## src/rtl/order_pkg.sv

```systemverilog
// Shared order-word layout, checker FSM states and saturating score arithmetic.
// The order generator packs its words with the same field slices.
package order_pkg;

   localparam int ORDER_W = 24;
   localparam int SCORE_W = 16;
   localparam int CNT_W   = 5;

   localparam int MENU_A_HI = 23;
   localparam int MENU_A_LO = 19;
   localparam int QTY_A_HI  = 18;
   localparam int QTY_A_LO  = 12;
   localparam int MENU_B_HI = 11;
   localparam int MENU_B_LO = 7;
   localparam int QTY_B_HI  = 6;
   localparam int QTY_B_LO  = 0;

   typedef enum logic [1:0] {
      EMPTY = 2'd0,
      SERVE = 2'd1,
      JUDGE = 2'd2
   } state_e;

   function automatic logic [ORDER_W-1:0] pack_order(input logic [4:0] menu_a,
                                                     input logic [6:0] qty_a,
                                                     input logic [4:0] menu_b,
                                                     input logic [6:0] qty_b);
      logic [ORDER_W-1:0] w;
      w                      = '0;
      w[MENU_A_HI:MENU_A_LO] = menu_a;
      w[QTY_A_HI:QTY_A_LO]   = qty_a;
      w[MENU_B_HI:MENU_B_LO] = menu_b;
      w[QTY_B_HI:QTY_B_LO]   = qty_b;
      return w;
   endfunction

   function automatic logic [SCORE_W-1:0] sat_add(input logic [SCORE_W-1:0] a,
                                                  input logic [SCORE_W-1:0] b);
      logic [SCORE_W:0] s;
      s = {1'b0, a} + {1'b0, b};
      return s[SCORE_W] ? {SCORE_W{1'b1}} : s[SCORE_W-1:0];
   endfunction

   function automatic logic [SCORE_W-1:0] sat_sub(input logic [SCORE_W-1:0] a,
                                                  input logic [SCORE_W-1:0] b);
      return (a < b) ? '0 : (a - b);
   endfunction

endpackage

```

## src/rtl/order_fifo.sv

```systemverilog
// Synchronous FIFO with first-word-fall-through head and occupancy count.
// Pointers wrap modulo DEPTH, so DEPTH need not be a power of two.
module order_fifo
   import order_pkg::*;
#(
   parameter int DEPTH = 10,
   parameter int WIDTH = ORDER_W
) (
   input  logic             clk_i,
   input  logic             rst_n_i,
   input  logic             push_i,
   input  logic [WIDTH-1:0] data_i,
   input  logic             pop_i,
   output logic [WIDTH-1:0] head_o,
   output logic             head_valid_o,
   output logic [CNT_W-1:0] count_o,
   output logic             full_o
);
   localparam int               PTR_W    = (DEPTH > 1) ? $clog2(DEPTH) : 1;
   localparam logic [PTR_W-1:0] LAST     = PTR_W'(DEPTH - 1);
   localparam logic [CNT_W-1:0] FULL_CNT = CNT_W'(DEPTH);

   logic [WIDTH-1:0] mem_q [DEPTH];
   logic [PTR_W-1:0] wr_q, wr_d, rd_q, rd_d;
   logic [CNT_W-1:0] cnt_q, cnt_d;
   logic             do_push, do_pop;

   assign do_push = push_i && (cnt_q != FULL_CNT);
   assign do_pop  = pop_i && (cnt_q != '0);

   always_comb begin
      wr_d  = wr_q;
      rd_d  = rd_q;
      cnt_d = cnt_q;
      if (do_push) wr_d = (wr_q == LAST) ? '0 : wr_q + PTR_W'(1);
      if (do_pop)  rd_d = (rd_q == LAST) ? '0 : rd_q + PTR_W'(1);
      if (do_push && !do_pop)      cnt_d = cnt_q + CNT_W'(1);
      else if (do_pop && !do_push) cnt_d = cnt_q - CNT_W'(1);
   end

   always_ff @(posedge clk_i or negedge rst_n_i) begin
      if (!rst_n_i) begin
         wr_q  <= '0;
         rd_q  <= '0;
         cnt_q <= '0;
      end else begin
         wr_q  <= wr_d;
         rd_q  <= rd_d;
         cnt_q <= cnt_d;
      end
   end

   // Storage carries no reset; the count alone decides what is valid.
   always_ff @(posedge clk_i) begin
      if (do_push) mem_q[wr_q] <= data_i;
   end

   assign head_valid_o = (cnt_q != '0);
   assign head_o       = head_valid_o ? mem_q[rd_q] : '0;
   assign count_o      = cnt_q;
   assign full_o       = (cnt_q == FULL_CNT);

endmodule

```

## config.mk

```make
export PLATFORM = sky130hd
export DESIGN_NAME = order_fifo
export DESIGN_NICKNAME = d
export VERILOG_FILES = /design/src/rtl/order_pkg.sv /design/src/rtl/order_fifo.sv
export SDC_FILE = /design/constraint.sdc
export NUM_CORES = 1
export LEC_CHECK = 0
export BUFFER_PORTS_ARGS = -buffer_cell sky130_fd_sc_hd__buf_2
export CAP_MARGIN = 20
export CORE_MARGIN = 2
export CORE_UTILIZATION = 55
export CTS_CLUSTER_DIAMETER = 200
export CTS_CLUSTER_SIZE = 10
export DETAILED_ROUTE_END_ITERATION = 6
export PLACE_DENSITY_LB_ADDON = 0.1
export SETUP_SLACK_MARGIN = 0.3
export SLEW_MARGIN = 20
export SYNTH_ARGS = -nofsm -noshare
export SYNTH_HDL_FRONTEND = slang
export SYNTH_SLANG_ARGS = --single-unit
```

## constraint.sdc

```tcl
create_clock -name clk_i -period 7.1 [get_ports clk_i]
set_input_delay 2.13 -clock clk_i [delete_from_list [all_inputs] [get_ports clk_i]]
set_output_delay 2.13 -clock clk_i [all_outputs]
set_load 0.02 [all_outputs]
```

==> key figures, run 1 <==
Flow run
  • Max-Cap Viols: 0

GRT
  • Initial antenna violation count: 2
  • Overflow after GRT: 0
  • GRT Util Overall: 20.7%
  • GRT Max-Usage Layer: met2
  • Vias in the first global route: 5078
  • Largest net degree at the start of global routing: 55
  • Met2 Track Usage GR: 35.6%
  • First-pass GRT wire length: 30.0 mm
  • Global routing usage on met3: 3.46%
  • Met1 usage: 28.7%

Layout
  • Register area: 7540 um^2
  • Multi-input logic area: 2190 um^2
  • Finished Layout Cells: 801
  • Nets: 595
  • Fin util: 63.4%
  • Fillers: 1268
  • Layout cells sized above 1: 30.1%
  • Area Overhead vs Synth: 14.0%

CTS
  • Post-CTS Hold Fix Bufs: 0
  • Total setup buffers inserted after CTS: 0
  • Num CTS Buffers: 29
  • # H-tree levels: 1
  • PostCTS Resize Cnt: 0
  • Worst-path clk slew: 0.06 ns
  • TritonCTS clock tree: built
  • # clock sinks: 253
  • CTS Root Cell: clkbuf_16
  • Skew-Pair Late Insertion Delay: 0.53 ns
  • Clock Path Buffers: 3

Worst setup path
  • CP Cell Sequence: or2_2 -> o22ai_1 -> a211oi_1 -> buf_2
  • CP bufs+invs: 1
  • Crit path largest cell delay: 0.95 ns
  • Critical path arrival: 2.91 ns
  • Worst path depth: 4
  • Reg2Reg Depth: 12
  • Top cell family by delay on the critical path: flip-flops
  • CP max FO: 30
  • Reg-to-reg endpoint: count_o[4]
  • Worst path slowest cell: dfrtp_2
  • Startpoint types: flip-flop
  • Worst r2r src: count_o[0]
  • Crit Path Class: reg2out
  • Data required time of the critical path: 4.97 ns
  • Crit end category: primary output
  • FF-to-FF setup slack: 3.88 ns

Synthesis
  • Mapped Area: 9880 um^2
  • Post-synthesis cell type count: 38
  • Post-Syn Nets: 518
  • EDFF count, synth: 240
  • Top post-synthesis cells by area: edfxtp_1, mux4_2, dfrtp_1, mux2i_1, a211oi_1
  • Synth Flop Type: edfxtp_1
  • Most area-hungry cell type in the Yosys netlist: edfxtp_1
  • Register area share after synthesis: 76.2%
  • Synth cell count leaders: edfxtp_1, mux4_2, mux2i_1
  • Yosys warnings: 0
  • Synth Area per Inst: 20.4 um^2
  • Post-synthesis instance total: 484
  • Asr flop ratio synth: 5.14%
  • Yosys top cell area share: 72.9%
  • Top-count cell post-synth: edfxtp_1
  • Synthesized flop and latch total: 253

Hold path
  • Min-delay src: wr_q[2]
  • Hold EP: wr_q[2]
  • Type of the tightest min-delay check: reg2reg
  • WHS Path Cells: 1

Placed design
  • I/O Buffers: 58
  • Detail Placement HPWL: 10.9 mm
  • Dpl cells: 758
  • RD Place Congestion: 0.765

STA
  • Final Max Slew Viols: 0
  • Setup TNS Final: 0 ns
  • Final Cycle Share: 71.0%
  • Final setup viols: 0
  • RSZ-0062 raised after global routing: false
  • Final Hold Fails: 0
  • Slew headroom: 37.7%
  • Worst Hold Slack: 0.549 ns
  • Worst Skew: 0.0136 ns
  • Maximum clock rate: 198 MHz
  • Worst-margin pin slew: 0.935 ns
  • Period minus WS final: 5.04 ns

Drt
  • DR vias: 4814
  • Drt pass-1 iters: 5
  • Vias per Instance: 6.01
  • Post-DRT Antenna Nets: 0
  • DR WL/cell: 24.3 um
  • Initial drt markers: 355
  • Routed Wire Length: 19.5 mm
  • DRC: 0

Floorplan
  • Full die area: 19100 um^2
  • Die Wd: 138 um
  • Initial core utilization: 55.6%
  • Core footprint: 17800 um^2
  • Std-Cell Rows: 49
  • Vert. Die Dim: 138 um
  • Ports: 59

Power
  • Pwr dens: 412 nW/um^2
  • Leakage power: 3.76 nW
  • VDD IR max: 0.202 mV
  • Overall power: 0.00465 W

Status
  • Status: finished, final reports clean
[sequential cells by signal, indices dropped and copies added (netlist names)]
register  count
mem_q       240
rd_q          4
count_o       5
wr_q          4
[worst max path at each step]
stage / to / slack (ns) / start
2_1_floorplan: mem_q[8][0] / 2.05 / push_i
3_3_place_gp: head_o[20] / 2.58 / rd_q[2]
3_5_place_dp: head_o[20] / 2.56 / rd_q[2]
4_1_cts: head_o[20] / 2.00 / rd_q[2]
5_1_grt: head_o[20] / 1.88 / rd_q[2]
6_report: head_o[6] / 2.06 / rd_q[0]
[logic make-up after synthesis]
logic type / synth area share [%]
AND/OR/NAND/NOR: 2.39
buffers and inverters: 1.91
multiplexers: 13.7
adder cells (fa/ha/maj): 0.836
XOR/XNOR: 0.621
AO/OA/AOI/OAI: 4.31
flip-flops: 76.2
[power by group]
group	switching, W	internal (W)	total (W)
clock network	0.000516	0.000737	0.00125
registers	0.000192	0.00181	0.00200
logic	0.000779	0.000610	0.00139
[worst reg2reg max path, cell delays in order, from the launching register on]
cell	delay, ns
dfrtp_1	0.44
or3_4	0.45
nor3_4	0.12
buf_4	0.37
inv_2	0.12
nand2_1	0.13
ha_1	0.28
inv_1	0.16
ha_1	0.32
nor2b_1	0.15
o21a_1	0.20
o2111ai_1	0.21
o311ai_0	0.15
[per-layer routing]
layer	vias to the layer above	share of wire (%)	wire length, um
met5	-	0	0
met2	139	51	9940
li1	2154	-	-
met1	2498	42	8120
met3	23	6.0	1170
met4	0	1.2	229
[cells in the final DEF (no fill, tap or decap), types with 2 or more instances in the layout]
| cell | count |
|---|---|
| nand3b_1 | 2 |
| o2111ai_1 | 3 |
| nor2_1 | 2 |
| mux4_2 | 48 |
| xnor2_1 | 5 |
| a21oi_1 | 2 |
| mux2i_1 | 26 |
| a211oi_1 | 24 |
| o22ai_1 | 24 |
| nor2_2 | 6 |
| nor3_2 | 3 |
| buf_2 | 58 |
| dfrtp_2 | 2 |
| clkbuf_16 | 29 |
| ha_1 | 5 |
| dfrtp_1 | 10 |
| xor2_1 | 2 |
| buf_4 | 15 |
| nand2b_1 | 3 |
| clkbuf_1 | 10 |
| or3_1 | 3 |
| inv_6 | 2 |
| o21ai_0 | 5 |
| nand2_1 | 12 |
| inv_1 | 8 |
| nand3_1 | 4 |
| edfxtp_1 | 240 |
[stage by stage]
| stage | setup slack, ns | area, um^2 |
|---|---|---|
| floorplan | 2.05 | 9880 |
| global placement | 2.58 | 10500 |
| detailed placement | 2.56 | 10500 |
| CTS | 2.00 | 11200 |
| global route | 1.88 | 11300 |
| finish | 2.06 | 11300 |
[final cells by class]
| cell class | instances | share of cell area (%) |
|---|---|---|
| clock buffer | 39 | 6.77 |
| multi-input combinational | 194 | 19.5 |
| antenna | 1 | 0.0222 |
| tap | 229 | 2.54 |
| sequential | 253 | 66.9 |
| timing repair buffer | 74 | 3.82 |
| inverter | 9 | 0.300 |
| clock inverter | 2 | 0.155 |
Note: power is estimated with default switching activity, not from simulation.
==> run 2: changes to the inputs <==
==> constraint.sdc (replaced) <==
create_clock -name clk_i -period 5.3 [get_ports clk_i]
set_input_delay 1.59 -clock clk_i [delete_from_list [all_inputs] [get_ports clk_i]]
set_output_delay 1.59 -clock clk_i [all_outputs]
set_load 0.02 [all_outputs]
==> key figures, run 2 (synthesized netlist as in run 1, its figures left out) <==
Placed design
  • RD Place Congestion: 0.755 (-1.2%)
  • Detail Placement HPWL: 10.9 mm (about the same)
  • I/O Buffers: 58 (unchanged)

Floorplan
  • Initial core utilization: 55.6% (unchanged)
  • Die Wd: 138 um (unchanged)
  • Full die area: 19100 um^2 (unchanged)
  • Core footprint: 17800 um^2 (unchanged)
  • Vert. Die Dim: 138 um (unchanged)
  • Std-Cell Rows: 49 (unchanged)
  • Ports: 59 (unchanged)

Layout
  • Max reg flops: 240 (unchanged)
  • Area Overhead vs Synth: 14.6%
  • Layout cells sized above 1: 29.9% (-0.19 points)
  • Fillers: 1266 (-0.16%)
  • Nets: 599 (+0.67%)
  • Diode count: 0 (-1)
  • Most frequent cells in the layout: edfxtp_1, buf_2, mux4_2
  • Register with the most flip-flops: mem_q
  • Most common cell after layout, fill and taps aside: edfxtp_1

STA
  • Final Cycle Share: 82.2%
  • Final setup viols: 0 (unchanged)
  • RSZ-0062 raised after global routing: false
  • Worst Skew: 0.0186 ns (+0.00499 ns)
  • Period minus WS final: 4.36 ns
  • Slew headroom: 39.1% (+1.4 points)
  • Worst-margin pin slew: 0.909 ns (-0.0260 ns)
  • Final Max Slew Viols: 0 (unchanged)
  • Final Hold Fails: 0 (unchanged)
  • Maximum clock rate: 229 MHz
  • Setup TNS Final: 0 ns (unchanged)

Worst setup path
  • Critical path arrival: 2.77 ns (-0.14 ns)
  • Top cell family by delay on the critical path: flip-flops
  • CP Cell Sequence: buf_4 -> mux4_2 -> o22ai_1 -> a211oi_1 -> buf_2
  • Crit Path Class: reg2out
  • Crit end category: primary output
  • Startpoint types: flip-flop
  • Worst path slowest cell: dfrtp_4
  • CP bufs+invs: 2 (+1)
  • CP max FO: 39 (+30%)
  • Crit path largest cell delay: 0.91 ns (-0.04 ns)
  • Data required time of the critical path: 3.71 ns (-1.26 ns)

GRT
  • Vias in the first global route: 5004 (-1.5%)
  • Largest net degree at the start of global routing: 40 (-27%)
  • First-pass GRT wire length: 29.8 mm (-0.80%)
  • Initial antenna violation count: 0 (-2)
  • GRT Util Overall: 20.7% (about the same)
  • Overflow after GRT: 0 (unchanged)

Flow run
  • Max-Cap Viols: 0 (unchanged)

Drt
  • DRC: 0 (unchanged)
  • Post-DRT Antenna Nets: 0 (unchanged)
  • DR vias: 4878 (+1.3%)
  • Routed Wire Length: 19.5 mm (+0.10%)
  • Initial drt markers: 313 (-12%)
  • Vias per Instance: 5.97 (-0.65%)
  • Drt pass-1 iters: 4 (-1)
  • DR WL/cell: 23.8 um (-1.9%)

CTS
  • Num CTS Buffers: 29 (unchanged)
  • # clock sinks: 253 (unchanged)
  • # H-tree levels: 1 (unchanged)
  • Clock Path Buffers: 3 (unchanged)
  • Post-CTS Hold Fix Bufs: 0 (unchanged)
  • PostCTS Resize Cnt: 0 (unchanged)
  • CTS Root Cell: clkbuf_16
  • Skew-Pair Late Insertion Delay: 0.53 ns (about the same)
  • Total setup buffers inserted after CTS: 0 (unchanged)
  • TritonCTS clock tree: built
  • Worst-path clk slew: 0.06 ns (about the same)

Status
  • Status: finished, final reports clean

Power
  • Pwr dens: 553 nW/um^2 (+34%)
  • VDD IR max: 0.289 mV (+43%)
  • Overall power: 0.00626 W (+35%)
  • Leakage power: 3.78 nW (+0.70%)

Hold path
  • Type of the tightest min-delay check: reg2reg
-- run 2: routing by layer --
metal | GRT usage, % | vias to the layer above | routed length [um]
met2 | 35.3 | 124 | 10000
met5 | 0 | - | 0
met4 | 4.62 | 0 | 282
met3 | 3.71 | 25 | 950
met1 | 28.6 | 2556 | 8230
li1 | - | 2173 | -
-- run 2: worst register-to-register path: stages, from the launching register on --
cell	delay [ns]
dfrtp_1	0.43
or3_4	0.45
nor3_4	0.11
buf_4	0.40
inv_2	0.12
nand2_1	0.15
ha_1	0.29
inv_1	0.15
ha_1	0.32
nor2b_1	0.15
o21a_1	0.19
o2111ai_1	0.21
o311ai_0	0.15
-- run 2: per-stage QoR --
step | util, % | instances | setup WS (ns) | hold slack [ns] | area [um^2]
after floorplan | - | 484 | 0.787 | 0.503 | 9880
after global placement | 59.0 | 763 | 1.45 | 0.534 | 10500
after detailed placement | 59.0 | 763 | 1.43 | 0.557 | 10500
after CTS | 63.7 | 817 | 0.860 | 0.567 | 11300
after global routing | 63.7 | 817 | 0.718 | 0.581 | 11300
final | 63.7 | 817 | 0.941 | 0.563 | 11300
-- run 2: path summary, 6_finish.rpt --
| check | start | endpoint | slack, ns | cells after the start |
|---|---|---|---|---|
| worst max-delay path | rd_q[1] | head_o[22] | 0.94 | 5 |
| worst min-delay path | count_o[0] | count_o[0] | 0.56 | 1 |
| worst max register to register | count_o[0] | count_o[4] | 2.03 | 12 |
| worst min register to register | count_o[0] | count_o[0] | 0.56 | 1 |
| max in group asynchronous | rst_n_i | rd_q[1] | 4.07 | 1 |
| min in group asynchronous | rst_n_i | wr_q[1] | 0.95 | 1 |
-- run 2: power by group --
| group | total, W | switching [W] | internal (W) |
|---|---|---|---|
| logic | 0.00186 | 0.00105 | 0.000813 |
| registers | 0.00266 | 0.000233 | 0.00243 |
| clock network | 0.00174 | 0.000712 | 0.00103 |
-- run 2: area by class of cell --
type / count / area, um^2 / area share, %
tap: 229 / 287 / 2.53
timing repair buffer: 78 / 440 / 3.89
inverter: 9 / 33.8 / 0.298
sequential: 253 / 7540 / 66.6
clock buffer: 52 / 812 / 7.17
clock inverter: 2 / 17.5 / 0.155
multi-input combinational: 194 / 2190 / 19.4
==> run 3: changes to the inputs <==
--- a/config.mk
+++ b/config.mk
@@ -5,6 +5,7 @@
 export SDC_FILE = /design/constraint.sdc
 export NUM_CORES = 1
 export LEC_CHECK = 0
+export ABC_AREA = 1
 export BUFFER_PORTS_ARGS = -buffer_cell sky130_fd_sc_hd__buf_2
 export CAP_MARGIN = 20
 export CORE_MARGIN = 2
==> constraint.sdc (replaced) <==
create_clock -name clk_i -period 4.55 [get_ports clk_i]
set_input_delay 1.365 -clock clk_i [delete_from_list [all_inputs] [get_ports clk_i]]
set_output_delay 1.365 -clock clk_i [all_outputs]
set_load 0.02 [all_outputs]
==> key figures, run 3 <==
Status
  • Status: finished, final reports clean

Synthesis
  • Post-synthesis cell type count: 25 (-34%)
  • Mapped Area: 10900 um^2 (+10%)
  • Largest family of logic cells by synthesized area: simple AND/OR/NAND/NOR gates
  • Synthesized flop and latch total: 253 (unchanged)
  • Post-Syn Nets: 1063 (+110%)
  • Synth Flop Type: edfxtp_1
  • Top post-synthesis cells by area: edfxtp_1, nand2_1, nand3_1, inv_1, dfrtp_1
  • Post-Synth Adder-Cell Area: 0.758% (-0.078 points)
  • Top-count cell post-synth: nand2_1
  • Asr flop ratio synth: 5.14% (unchanged)
  • Synth Area per Inst: 10.6 um^2 (-48%)
  • Yosys top cell area share: 66.1% (-6.8 points)
  • EDFF count, synth: 240 (unchanged)
  • Most area-hungry cell type in the Yosys netlist: edfxtp_1
  • Xor/xnor share of the synthesized area: 0.562% (-0.058 points)
  • Post-synthesis simple-gate area fraction: 17.6% (+15 points)
  • Mux contribution to synthesized area: 0% (-14 points)
  • Register area share after synthesis: 69.1% (-7.1 points)
  • Yosys warnings: 0 (unchanged)
  • Post-synthesis instance total: 1029 (+110%)
  • Compound-Gate Fraction of Synth Area: 4.06% (-0.24 points)
  • Synth cell count leaders: nand2_1, edfxtp_1, inv_1

Drt
  • Drt pass-1 iters: 5 (+1)
  • DR vias: 7139 (+46%)
  • Post-DRT Antenna Nets: 0 (unchanged)
  • DRC: 0 (unchanged)
  • Routed Wire Length: 24.1 mm (+24%)
  • DR WL/cell: 17.6 um (-26%)
  • Vias per Instance: 5.22 (-13%)
  • Initial drt markers: 550 (+76%)

STA
  • Slew headroom: 42.8% (+3.7 points)
  • Setup TNS Final: 0 ns (unchanged)
  • Worst Skew: 0.00847 ns (-0.0101 ns)
  • RSZ-0062 raised after global routing: false
  • Period minus WS final: 4.08 ns
  • Final Cycle Share: 89.6%
  • Maximum clock rate: 245 MHz
  • Final Max Slew Viols: 0 (unchanged)
  • Worst Hold Slack: 0.549 ns (-0.0139 ns)
  • Final setup viols: 0 (unchanged)
  • Final Hold Fails: 0 (unchanged)
  • Worst-margin pin slew: 0.857 ns (-0.0517 ns)

Floorplan
  • Ports: 59 (unchanged)
  • Vert. Die Dim: 145 um (+4.9%)
  • Core footprint: 19500 um^2 (+9.5%)
  • Initial core utilization: 56.0% (+0.44 points)
  • Die Wd: 145 um (+4.9%)
  • Full die area: 21000 um^2 (+10%)
  • Std-Cell Rows: 51 (+4.1%)

Placed design
  • RD Place Congestion: 0.813 (+7.6%)
  • Detail Placement HPWL: 13.4 mm (+23%)
  • I/O Buffers: 58 (unchanged)

GRT
  • GRT Util Overall: 23.6% (+2.9 points)
  • Largest net degree at the start of global routing: 108 (+170%)
  • Initial antenna violation count: 0 (unchanged)
  • Vias in the first global route: 6668 (+33%)
  • First-pass GRT wire length: 37.3 mm (+25%)
  • Overflow after GRT: 0 (unchanged)

Flow run
  • Max-Cap Viols: 0 (unchanged)

CTS
  • # H-tree levels: 1 (unchanged)
  • Post-CTS Hold Fix Bufs: 0 (unchanged)
  • # clock sinks: 253 (unchanged)
  • Clock Path Buffers: 3 (unchanged)
  • Num CTS Buffers: 29 (unchanged)
  • TritonCTS clock tree: built
  • CTS Root Cell: clkbuf_16
  • Worst-path clk slew: 0.06 ns (about the same)
  • Skew-Pair Late Insertion Delay: 0.52 ns (about the same)

Layout
  • Nets: 1126 (+88%)
  • Area Overhead vs Synth: 12.9%
  • Register with the most flip-flops: mem_q
  • Fin util: 63.3% (-0.43 points)
  • Most common cell after layout, fill and taps aside: nand2_1
  • Diode count: 0 (unchanged)
  • Layout cells sized above 1: 11.5% (-18 points)
  • Most frequent cells in the layout: nand2_1, edfxtp_1, inv_1
  • Max reg flops: 240 (unchanged)

Power
  • Clock network fraction of total power: 24.6% (-3.2 points)
  • Leakage power: 5.28 nW (+40%)
  • Logic gate share of total power: 37.5% (+7.7 points)
  • Overall power: 0.00803 W (+28%)
  • Sequential power share: 37.9% (-4.6 points)
  • Int Power: 0.00494 W (+16%)
  • Pwr dens: 652 nW/um^2 (+18%)
  • Switch Pwr: 0.00309 W (+55%)
  • Sw Share: 38.5% (+6.6 points)
  • VDD IR max: 0.360 mV (+24%)

Hold path
  • Type of the tightest min-delay check: reg2reg

Worst setup path
  • Crit end category: primary output
  • CP max FO: 107 (+170%)
  • Startpoint types: flip-flop
  • Critical path arrival: 2.71 ns (-0.06 ns)
  • Crit Path Class: reg2out
  • Data required time of the critical path: 3.18 ns (-0.53 ns)
-- run 3: area by class of cell --
class | instances | area (um^2)
fillers | 1547 | 7150
well taps | 265 | 332
repair buffers | 81 | 513
multi-input cells | 562 | 2530
clock inverters | 1 | 8.76
inverters | 165 | 622
clock buffers | 40 | 767
flip-flops and latches | 253 | 7540
-- run 3: repair_timing --
action | in CTS | in global routing
buffers inserted | 0 | 0
gates resized for setup | 0 | 2
endpoints found under the setup margin | 0 | 11
-- run 3: layer usage --
layer,GRT usage [%],share of wire (%)
met1,33.5,44
met2,39.7,49
met3,2.96,4.5
met4,5.11,1.7
met5,0,0
-- run 3: worst max-delay path, stage by stage, from the launching register on --
cell     delay, ns
dfrtp_4       0.74
buf_12        0.42
nand3_1       0.13
nand2_1       0.10
inv_1         0.07
nand3_1       0.10
nand2_1       0.07
a21oi_1       0.22
buf_2         0.22
-- run 3: stage by stage --
step                setup WS (ns)  std cells  cell area (um^2)
finish                      0.471       1367             12300
global route                0.317       1367             12300
CTS                         0.355       1367             12300
detailed placement          0.921       1326             11500
global placement            0.957       1326             11500
floorplan                   0.917       1029             10900
-- run 3: power groups by stage --
stage                     logic (W)  clock network, W  registers [W]
after global placement      0.00300                 0        0.00308
after global routing        0.00337           0.00210        0.00307
final                       0.00301           0.00198        0.00304
after CTS                   0.00304           0.00201        0.00304
after floorplan             0.00212                 0        0.00304
after detailed placement    0.00302                 0        0.00309
-- run 3: worst paths after layout --
kind | start | endpoint | slack, ns | cells after the start
worst max-delay path | rd_q[0] | head_o[1] | 0.47 | 8
worst min-delay path | count_o[1] | count_o[1] | 0.55 | 2
worst max register to register | count_o[1] | mem_q[6][10] | 2.00 | 8
worst min register to register | count_o[1] | count_o[1] | 0.55 | 2
max in group asynchronous | rst_n_i | rd_q[0] | 3.50 | 1
min in group asynchronous | rst_n_i | rd_q[3] | 0.75 | 1
-- run 3: cells by family (layout without fill, tap and decap cells) --
group | after synthesis | count (layout)
simple gates | 461 | 461
flops | 253 | 253
buf+inv | 214 | 287
compound gates | 88 | 88
xor+xnor | 7 | 7
fa+ha+maj | 6 | 6
